==> config.mk <==
export PLATFORM = sky130hd
export DESIGN_NAME = button_conditioner
export DESIGN_NICKNAME = d
export VERILOG_FILES = /design/src/rtl/button_pkg.sv /design/src/rtl/button_channel.sv /design/src/rtl/button_conditioner.sv
export SDC_FILE = /design/constraint.sdc
export NUM_CORES = 1
export LEC_CHECK = 0
export ABC_AREA = 1
export CAP_MARGIN = 20
export CELL_PAD_IN_SITES_DETAIL_PLACEMENT = 0
export CELL_PAD_IN_SITES_GLOBAL_PLACEMENT = 1
export CORE_MARGIN = 5
export CORE_UTILIZATION = 45
export CTS_CLUSTER_DIAMETER = 80
export DETAILED_ROUTE_END_ITERATION = 8
export MAX_ROUTING_LAYER = met4
export PLACE_DENSITY = 0.81
export SETUP_SLACK_MARGIN = 0.15
export SYNTH_ARGS = -nofsm -noshare
export SYNTH_HDL_FRONTEND = slang
export SYNTH_HIERARCHICAL = 1
export SYNTH_SLANG_ARGS = --single-unit
==> constraint.sdc <==
create_clock -name clk -period 3.8 [get_ports clk]
set_input_delay 0.76 -clock clk [delete_from_list [all_inputs] [get_ports clk]]
set_output_delay 0.76 -clock clk [all_outputs]
set_load 0.005 [all_outputs]
==> src/rtl/button_pkg.sv <==
// Shared types and constants for the push-button front end: channel FSM states,
// counter sizing and default timing counts for a 50 MHz clock.
package button_pkg;

  typedef enum logic [1:0] {
    IDLE         = 2'd0,
    PRESS_WAIT   = 2'd1,
    HELD         = 2'd2,
    RELEASE_WAIT = 2'd3
  } channel_state_e;

  localparam int DEFAULT_CLK_HZ = 50_000_000;

  function automatic int ms_to_cycles(input int clk_hz, input int ms);
    return (clk_hz / 1000) * ms;
  endfunction

  // One spare bit above $clog2 so the largest count is always representable.
  function automatic int cnt_width(input int max_count);
    return $clog2(max_count) + 1;
  endfunction

  function automatic int max3(input int a, input int b, input int c);
    int m;
    m = (a > b) ? a : b;
    return (m > c) ? m : c;
  endfunction

  localparam int DEFAULT_DEBOUNCE_CYCLES     = ms_to_cycles(DEFAULT_CLK_HZ, 20);
  localparam int DEFAULT_REPEAT_DELAY_CYCLES = ms_to_cycles(DEFAULT_CLK_HZ, 500);
  localparam int DEFAULT_REPEAT_RATE_CYCLES  = ms_to_cycles(DEFAULT_CLK_HZ, 200);

endpackage

==> src/rtl/button_channel.sv <==
// One button lane: 2-flop synchroniser, debounce FSM with one-cycle press pulse,
// debounced pressed level and optional hold-to-repeat.
module button_channel
  import button_pkg::*;
#(
  parameter int DEBOUNCE_CYCLES     = DEFAULT_DEBOUNCE_CYCLES,
  parameter int REPEAT_DELAY_CYCLES = DEFAULT_REPEAT_DELAY_CYCLES,
  parameter int REPEAT_RATE_CYCLES  = DEFAULT_REPEAT_RATE_CYCLES,
  parameter bit REPEAT_EN           = 1'b0
) (
  input  logic clk,
  input  logic rst,
  input  logic raw_button,
  output logic pulse,
  output logic pressed
);

  localparam int CNT_W = cnt_width(max3(DEBOUNCE_CYCLES, REPEAT_DELAY_CYCLES, REPEAT_RATE_CYCLES));
  localparam logic [CNT_W-1:0] DEBOUNCE_LIMIT = CNT_W'(DEBOUNCE_CYCLES);
  localparam logic [CNT_W-1:0] DELAY_LIMIT    = CNT_W'(REPEAT_DELAY_CYCLES);
  localparam logic [CNT_W-1:0] RATE_LIMIT     = CNT_W'(REPEAT_RATE_CYCLES);
  localparam logic [CNT_W-1:0] CNT_ONE        = CNT_W'(1);

  logic [1:0]       sync_reg;
  channel_state_e   state_reg, state_next;
  logic [CNT_W-1:0] cnt_reg, cnt_next, cnt_inc;
  logic [CNT_W-1:0] rpt_cnt_reg, rpt_cnt_next, rpt_cnt_inc, rpt_limit;
  logic             rpt_started_reg, rpt_started_next;
  logic             pulse_reg, pulse_next;
  logic             pressed_reg, pressed_next;
  logic             btn_low;

  assign btn_low     = ~sync_reg[1];
  assign cnt_inc     = (&cnt_reg) ? cnt_reg : cnt_reg + CNT_ONE;
  assign rpt_cnt_inc = (&rpt_cnt_reg) ? rpt_cnt_reg : rpt_cnt_reg + CNT_ONE;
  // First repeat waits the long delay, later ones use the shorter rate.
  assign rpt_limit   = rpt_started_reg ? RATE_LIMIT : DELAY_LIMIT;

  always_ff @(posedge clk or negedge rst) begin
    if (!rst) begin
      sync_reg        <= 2'b11;
      state_reg       <= IDLE;
      cnt_reg         <= '0;
      rpt_cnt_reg     <= '0;
      rpt_started_reg <= 1'b0;
      pulse_reg       <= 1'b0;
      pressed_reg     <= 1'b0;
    end else begin
      sync_reg        <= {sync_reg[0], raw_button};
      state_reg       <= state_next;
      cnt_reg         <= cnt_next;
      rpt_cnt_reg     <= rpt_cnt_next;
      rpt_started_reg <= rpt_started_next;
      pulse_reg       <= pulse_next;
      pressed_reg     <= pressed_next;
    end
  end

  always_comb begin
    state_next = state_reg;
    cnt_next   = cnt_reg;
    case (state_reg)
      IDLE: begin
        if (btn_low) begin
          state_next = PRESS_WAIT;
          cnt_next   = '0;
        end
      end
      PRESS_WAIT: begin
        if (!btn_low) begin
          state_next = IDLE;
          cnt_next   = '0;
        end else if (cnt_inc >= DEBOUNCE_LIMIT) begin
          state_next = HELD;
          cnt_next   = '0;
        end else begin
          cnt_next = cnt_inc;
        end
      end
      HELD: begin
        if (!btn_low) begin
          state_next = RELEASE_WAIT;
          cnt_next   = '0;
        end
      end
      RELEASE_WAIT: begin
        if (btn_low) begin
          state_next = HELD;
          cnt_next   = '0;
        end else if (cnt_inc >= DEBOUNCE_LIMIT) begin
          state_next = IDLE;
          cnt_next   = '0;
        end else begin
          cnt_next = cnt_inc;
        end
      end
      default: begin
        state_next = IDLE;
        cnt_next   = '0;
      end
    endcase
  end

  always_comb begin
    pulse_next       = 1'b0;
    pressed_next     = pressed_reg;
    rpt_cnt_next     = rpt_cnt_reg;
    rpt_started_next = rpt_started_reg;
    if (state_reg == PRESS_WAIT && state_next == HELD) begin
      pulse_next       = 1'b1;
      pressed_next     = 1'b1;
      rpt_cnt_next     = '0;
      rpt_started_next = 1'b0;
    end
    if (state_reg == RELEASE_WAIT && state_next == IDLE) begin
      pressed_next = 1'b0;
    end
    // Repeat timing lives only in HELD; any exit discards it.
    if (state_reg == HELD) begin
      if (state_next != HELD) begin
        rpt_cnt_next     = '0;
        rpt_started_next = 1'b0;
      end else if (REPEAT_EN) begin
        if (rpt_cnt_inc >= rpt_limit) begin
          pulse_next       = 1'b1;
          rpt_cnt_next     = '0;
          rpt_started_next = 1'b1;
        end else begin
          rpt_cnt_next = rpt_cnt_inc;
        end
      end
    end
  end

  assign pulse   = pulse_reg;
  assign pressed = pressed_reg;

endmodule

==> src/rtl/button_conditioner.sv <==
// Conditions the clock's three raw active-low buttons into clean press pulses
// and pressed levels; only the add button auto-repeats.
module button_conditioner
  import button_pkg::*;
#(
  parameter int CLK_HZ              = DEFAULT_CLK_HZ,
  parameter int DEBOUNCE_CYCLES     = ms_to_cycles(CLK_HZ, 20),
  parameter int REPEAT_DELAY_CYCLES = ms_to_cycles(CLK_HZ, 500),
  parameter int REPEAT_RATE_CYCLES  = ms_to_cycles(CLK_HZ, 200)
) (
  input  logic clk,
  input  logic rst,
  input  logic set_time_button,
  input  logic set_time_change_button,
  input  logic set_time_add_button,
  output logic set_time_pulse,
  output logic set_time_change_pulse,
  output logic set_time_add_pulse,
  output logic set_time_pressed,
  output logic set_time_change_pressed,
  output logic set_time_add_pressed
);

  localparam int NUM_CH = 3;
  localparam int ADD_CH = 2;

  logic [NUM_CH-1:0] raw_vec;
  logic [NUM_CH-1:0] pulse_vec;
  logic [NUM_CH-1:0] pressed_vec;

  assign raw_vec = {set_time_add_button, set_time_change_button, set_time_button};

  generate
    for (genvar gi = 0; gi < NUM_CH; gi++) begin : g_ch
      button_channel #(
        .DEBOUNCE_CYCLES     (DEBOUNCE_CYCLES),
        .REPEAT_DELAY_CYCLES (REPEAT_DELAY_CYCLES),
        .REPEAT_RATE_CYCLES  (REPEAT_RATE_CYCLES),
        .REPEAT_EN           (gi == ADD_CH)
      ) u_channel (
        .clk        (clk),
        .rst        (rst),
        .raw_button (raw_vec[gi]),
        .pulse      (pulse_vec[gi]),
        .pressed    (pressed_vec[gi])
      );
    end
  endgenerate

  assign set_time_pulse          = pulse_vec[0];
  assign set_time_change_pulse   = pulse_vec[1];
  assign set_time_add_pulse      = pulse_vec[ADD_CH];
  assign set_time_pressed        = pressed_vec[0];
  assign set_time_change_pressed = pressed_vec[1];
  assign set_time_add_pressed    = pressed_vec[ADD_CH];

endmodule
==> out/metrics.yaml <==
status:
  status: "finished clean"
worst_setup_path:
  cp-endpoint: "g_ch[2].u_channel/pulse$_DFF_PN0_"
  r2r_slack_ns: 0.51
  crit_type: "reg2reg"
  r2r_start: "g_ch[2].u_channel/rpt_cnt_reg[1]$_DFFE_PN0P_"
  max_stage_delay_ns: 0.40
  cp.arrival_ns: 3.62
  cpMaxStageDelayCell: "dfrtp_1"
  reg2regPathDepth: 23
  worst_setup_path_end_kind: "flip-flop"
  path_buf_inv: 2
  crit_path_frequent_cell: "nand2_1"
  crit_chain: "ha_2 > nand2_1 > nor2_2 > nand2_2 > nor2_2 > nand2_1 > nor3_2 > nand3_1 > inv_1 > nor2_1 > nand2_1 > xnor2_1 > ha_1 > nand2_1 > nor2_1 > nand3_1 > nor3_1 > nand3_1 > nand2_1 > inv_2 > nand3_4 > nand2_1 > o21ai_0"
  timing.rr.end: "g_ch[2].u_channel/pulse$_DFF_PN0_"
  path_depth: 23
  critPathTopFamily: "simple AND/OR/NAND/NOR gates"
  cp_data_required_time_ns: 4.14
  cp-startpoint: "g_ch[2].u_channel/rpt_cnt_reg[1]$_DFFE_PN0P_"
  start_kind: "flip-flop"
  cp_max_fo: 13
final_layout:
  drive_above_1_share_pct: 8.25
  diodes: 0
  fin_util_pct: 50.3
  nets: 1429
  syn_to_final_growth_pct: 9.32
  largest_reg_flops: 78
die:
  fp.dieArea_um2: 23000
  placement_rows: 51
  core_area_um2: 19600
  die_h_um: 152
  initial_utilization_pct: 46.0
  die_x_um: 152
  pin_count: 11
cts:
  root_buffer: "clkbuf_16"
  cts_tree: "done"
  clock_path_buffers: 2
  cts_buffers: 17
  cts_sinks: 123
  clk_latency_ns: 0.42
  ctsHoldBuffers: 0
  path_clk_slew_ns: 0.06
  post-cts-setup-buffers: 0
  h-tree-depth: 4
  post_cts_resized: 0
sta:
  setup-tns-final_ns: 0
  fin_crit_ns: 3.29
  clock_skew_ns: 0.0126
  fin_crit_sh_pct: 86.5
  fmax_mhz: 304
  setup_viol: 0
  worst_pin_slew_ns: 0.763
  slew_viol_final: 0
  final-hold-violation-count: 0
  max_slew_margin_pct: 49.1
  rsz0062_at_grt: "false"
routing:
  viasPerCell: 4.97
  drt-initial-drc-count: 540
  antenna_left: 0
  vias: 8370
  wl_per_cell_um: 13.6
  totalWireLength_um: 23000
  post-route-drc-count: 0
  first_pass_iters: 8
power:
  p_per_area_nw_per_um2: 302
  p_leak_nw: 4.47
  ir_drop_mv: 0.256
synthesis:
  yosysTopAreaCell: "dfrtp_1"
  async_reset_ff_share_pct: 100
  synth_seq_area_share_pct: 34.2
  syn_area_um2: 9010
  syn-instance-count: 1402
  synth_fp_nets: 1425
  synthMostInstantiatedCell: "nand2_1"
  synth_area_leaders: "dfrtp_1, nand2_1, nor2_1, inv_1, nand3_1"
  ys_top_cells_by_count: "nand2_1, nor2_1, inv_1"
  ys_seq_elements: 123
  yosysTopAreaCellShare_pct: 32.5
  synth_warnings: 6
  syn-mean-instance-area_um2: 6.43
  synth_edf_count: 0
  ys.flop_type: "dfrtp_1"
  synth_cell_types: 39
worst_hold_path:
  hold_path_class: "reg2reg"
grt:
  grt_pass1_vias: 7949
  gr-total-overflow: 0
  grt_max_degree: 79
  grt_antenna_before_repair: 0
  grt_usage_pct: 21.6
  grt_first_pass_wirelength_um: 38900
place:
  dp_hpwl_um: 16300
  place_congestion: 0.875
  io_buffers: 10
job:
  max-cap-violations: 0
==> kinds of logic (layout without fill, tap and decap cells) <==
| group | count (synthesis) | in the layout | synth area share, % |
|---|---|---|---|
| compound gates | 105 | 105 | 6.29 |
| xor+xnor | 35 | 35 | 3.40 |
| buf+inv | 182 | 198 | 8.93 |
| flops | 123 | 123 | 34.2 |
| fa+ha+maj | 18 | 18 | 2.50 |
| simple gates | 939 | 940 | 44.6 |
==> report_power, final <==
group	switching, mW	internal, mW	leakage, nW
combinational	0.0703	0.0204	2.52
sequential	0.0125	1.32	1.69
clock	0.616	0.930	0.265
==> cell usage in the layout, fill, tap and decap left out, types with 25 or more instances in the layout <==
cell type	synthesis	layout
nand2_1	553	553
nor2_1	203	201
inv_1	146	146
dfrtp_1	117	116
nand3_1	79	79
o21ai_0	62	62
nand4_1	28	28
xor2_1	25	25
==> how the worst min path moves through the flow <==
| stage | from | endpoint | slack (ns) | cells after the start |
|---|---|---|---|---|
| 2_1_floorplan | g_ch[0].u_channel/sync_reg[0]$_DFF_PN1_ | g_ch[0].u_channel/sync_reg[1]$_DFF_PN1_ | 0.35 | 0 |
| 3_3_place_gp | g_ch[2].u_channel/sync_reg[0]$_DFF_PN1_ | g_ch[2].u_channel/sync_reg[1]$_DFF_PN1_ | 0.35 | 0 |
| 3_5_place_dp | g_ch[1].u_channel/sync_reg[0]$_DFF_PN1_ | g_ch[1].u_channel/sync_reg[1]$_DFF_PN1_ | 0.35 | 0 |
| 4_1_cts | g_ch[1].u_channel/sync_reg[0]$_DFF_PN1_ | g_ch[1].u_channel/sync_reg[1]$_DFF_PN1_ | 0.36 | 0 |
| 5_1_grt | g_ch[1].u_channel/sync_reg[0]$_DFF_PN1_ | g_ch[1].u_channel/sync_reg[1]$_DFF_PN1_ | 0.36 | 0 |
| 6_report | g_ch[1].u_channel/sync_reg[0]$_DFF_PN1_ | g_ch[1].u_channel/sync_reg[1]$_DFF_PN1_ | 0.36 | 0 |
==> per-stage QoR <==
stage	setup slack (ns)	hold WS [ns]	area [um2]	instances	total power, mW
after floorplan	0.665	0.345	9010	1402	1.41
after global placement	0.397	0.349	9260	1651	1.45
after detailed placement	0.275	0.348	9260	1651	1.45
after CTS	0.278	0.357	9820	1683	3.01
after global routing	0.127	0.361	9850	1684	3.09
final	0.513	0.355	9850	1684	2.97
==> layer usage <==
layer | share of wire (%) | global-route usage (%)
met1 | 49 | 29.3
met5 | 0 | -
met3 | 3.3 | 3.57
met2 | 46 | 34.1
met4 | 1.5 | 5.53
==> cell type report <==
cell class | instances | area, um2
flip-flops and latches | 123 | 3090
well taps | 265 | 332
repair buffers | 15 | 151
clock inverters | 11 | 97.6
inverters | 151 | 572
multi-input cells | 1098 | 5150
clock buffers | 21 | 460
fillers | 2011 | 9740
No activity file was read; power rests on OpenSTA's default activity.
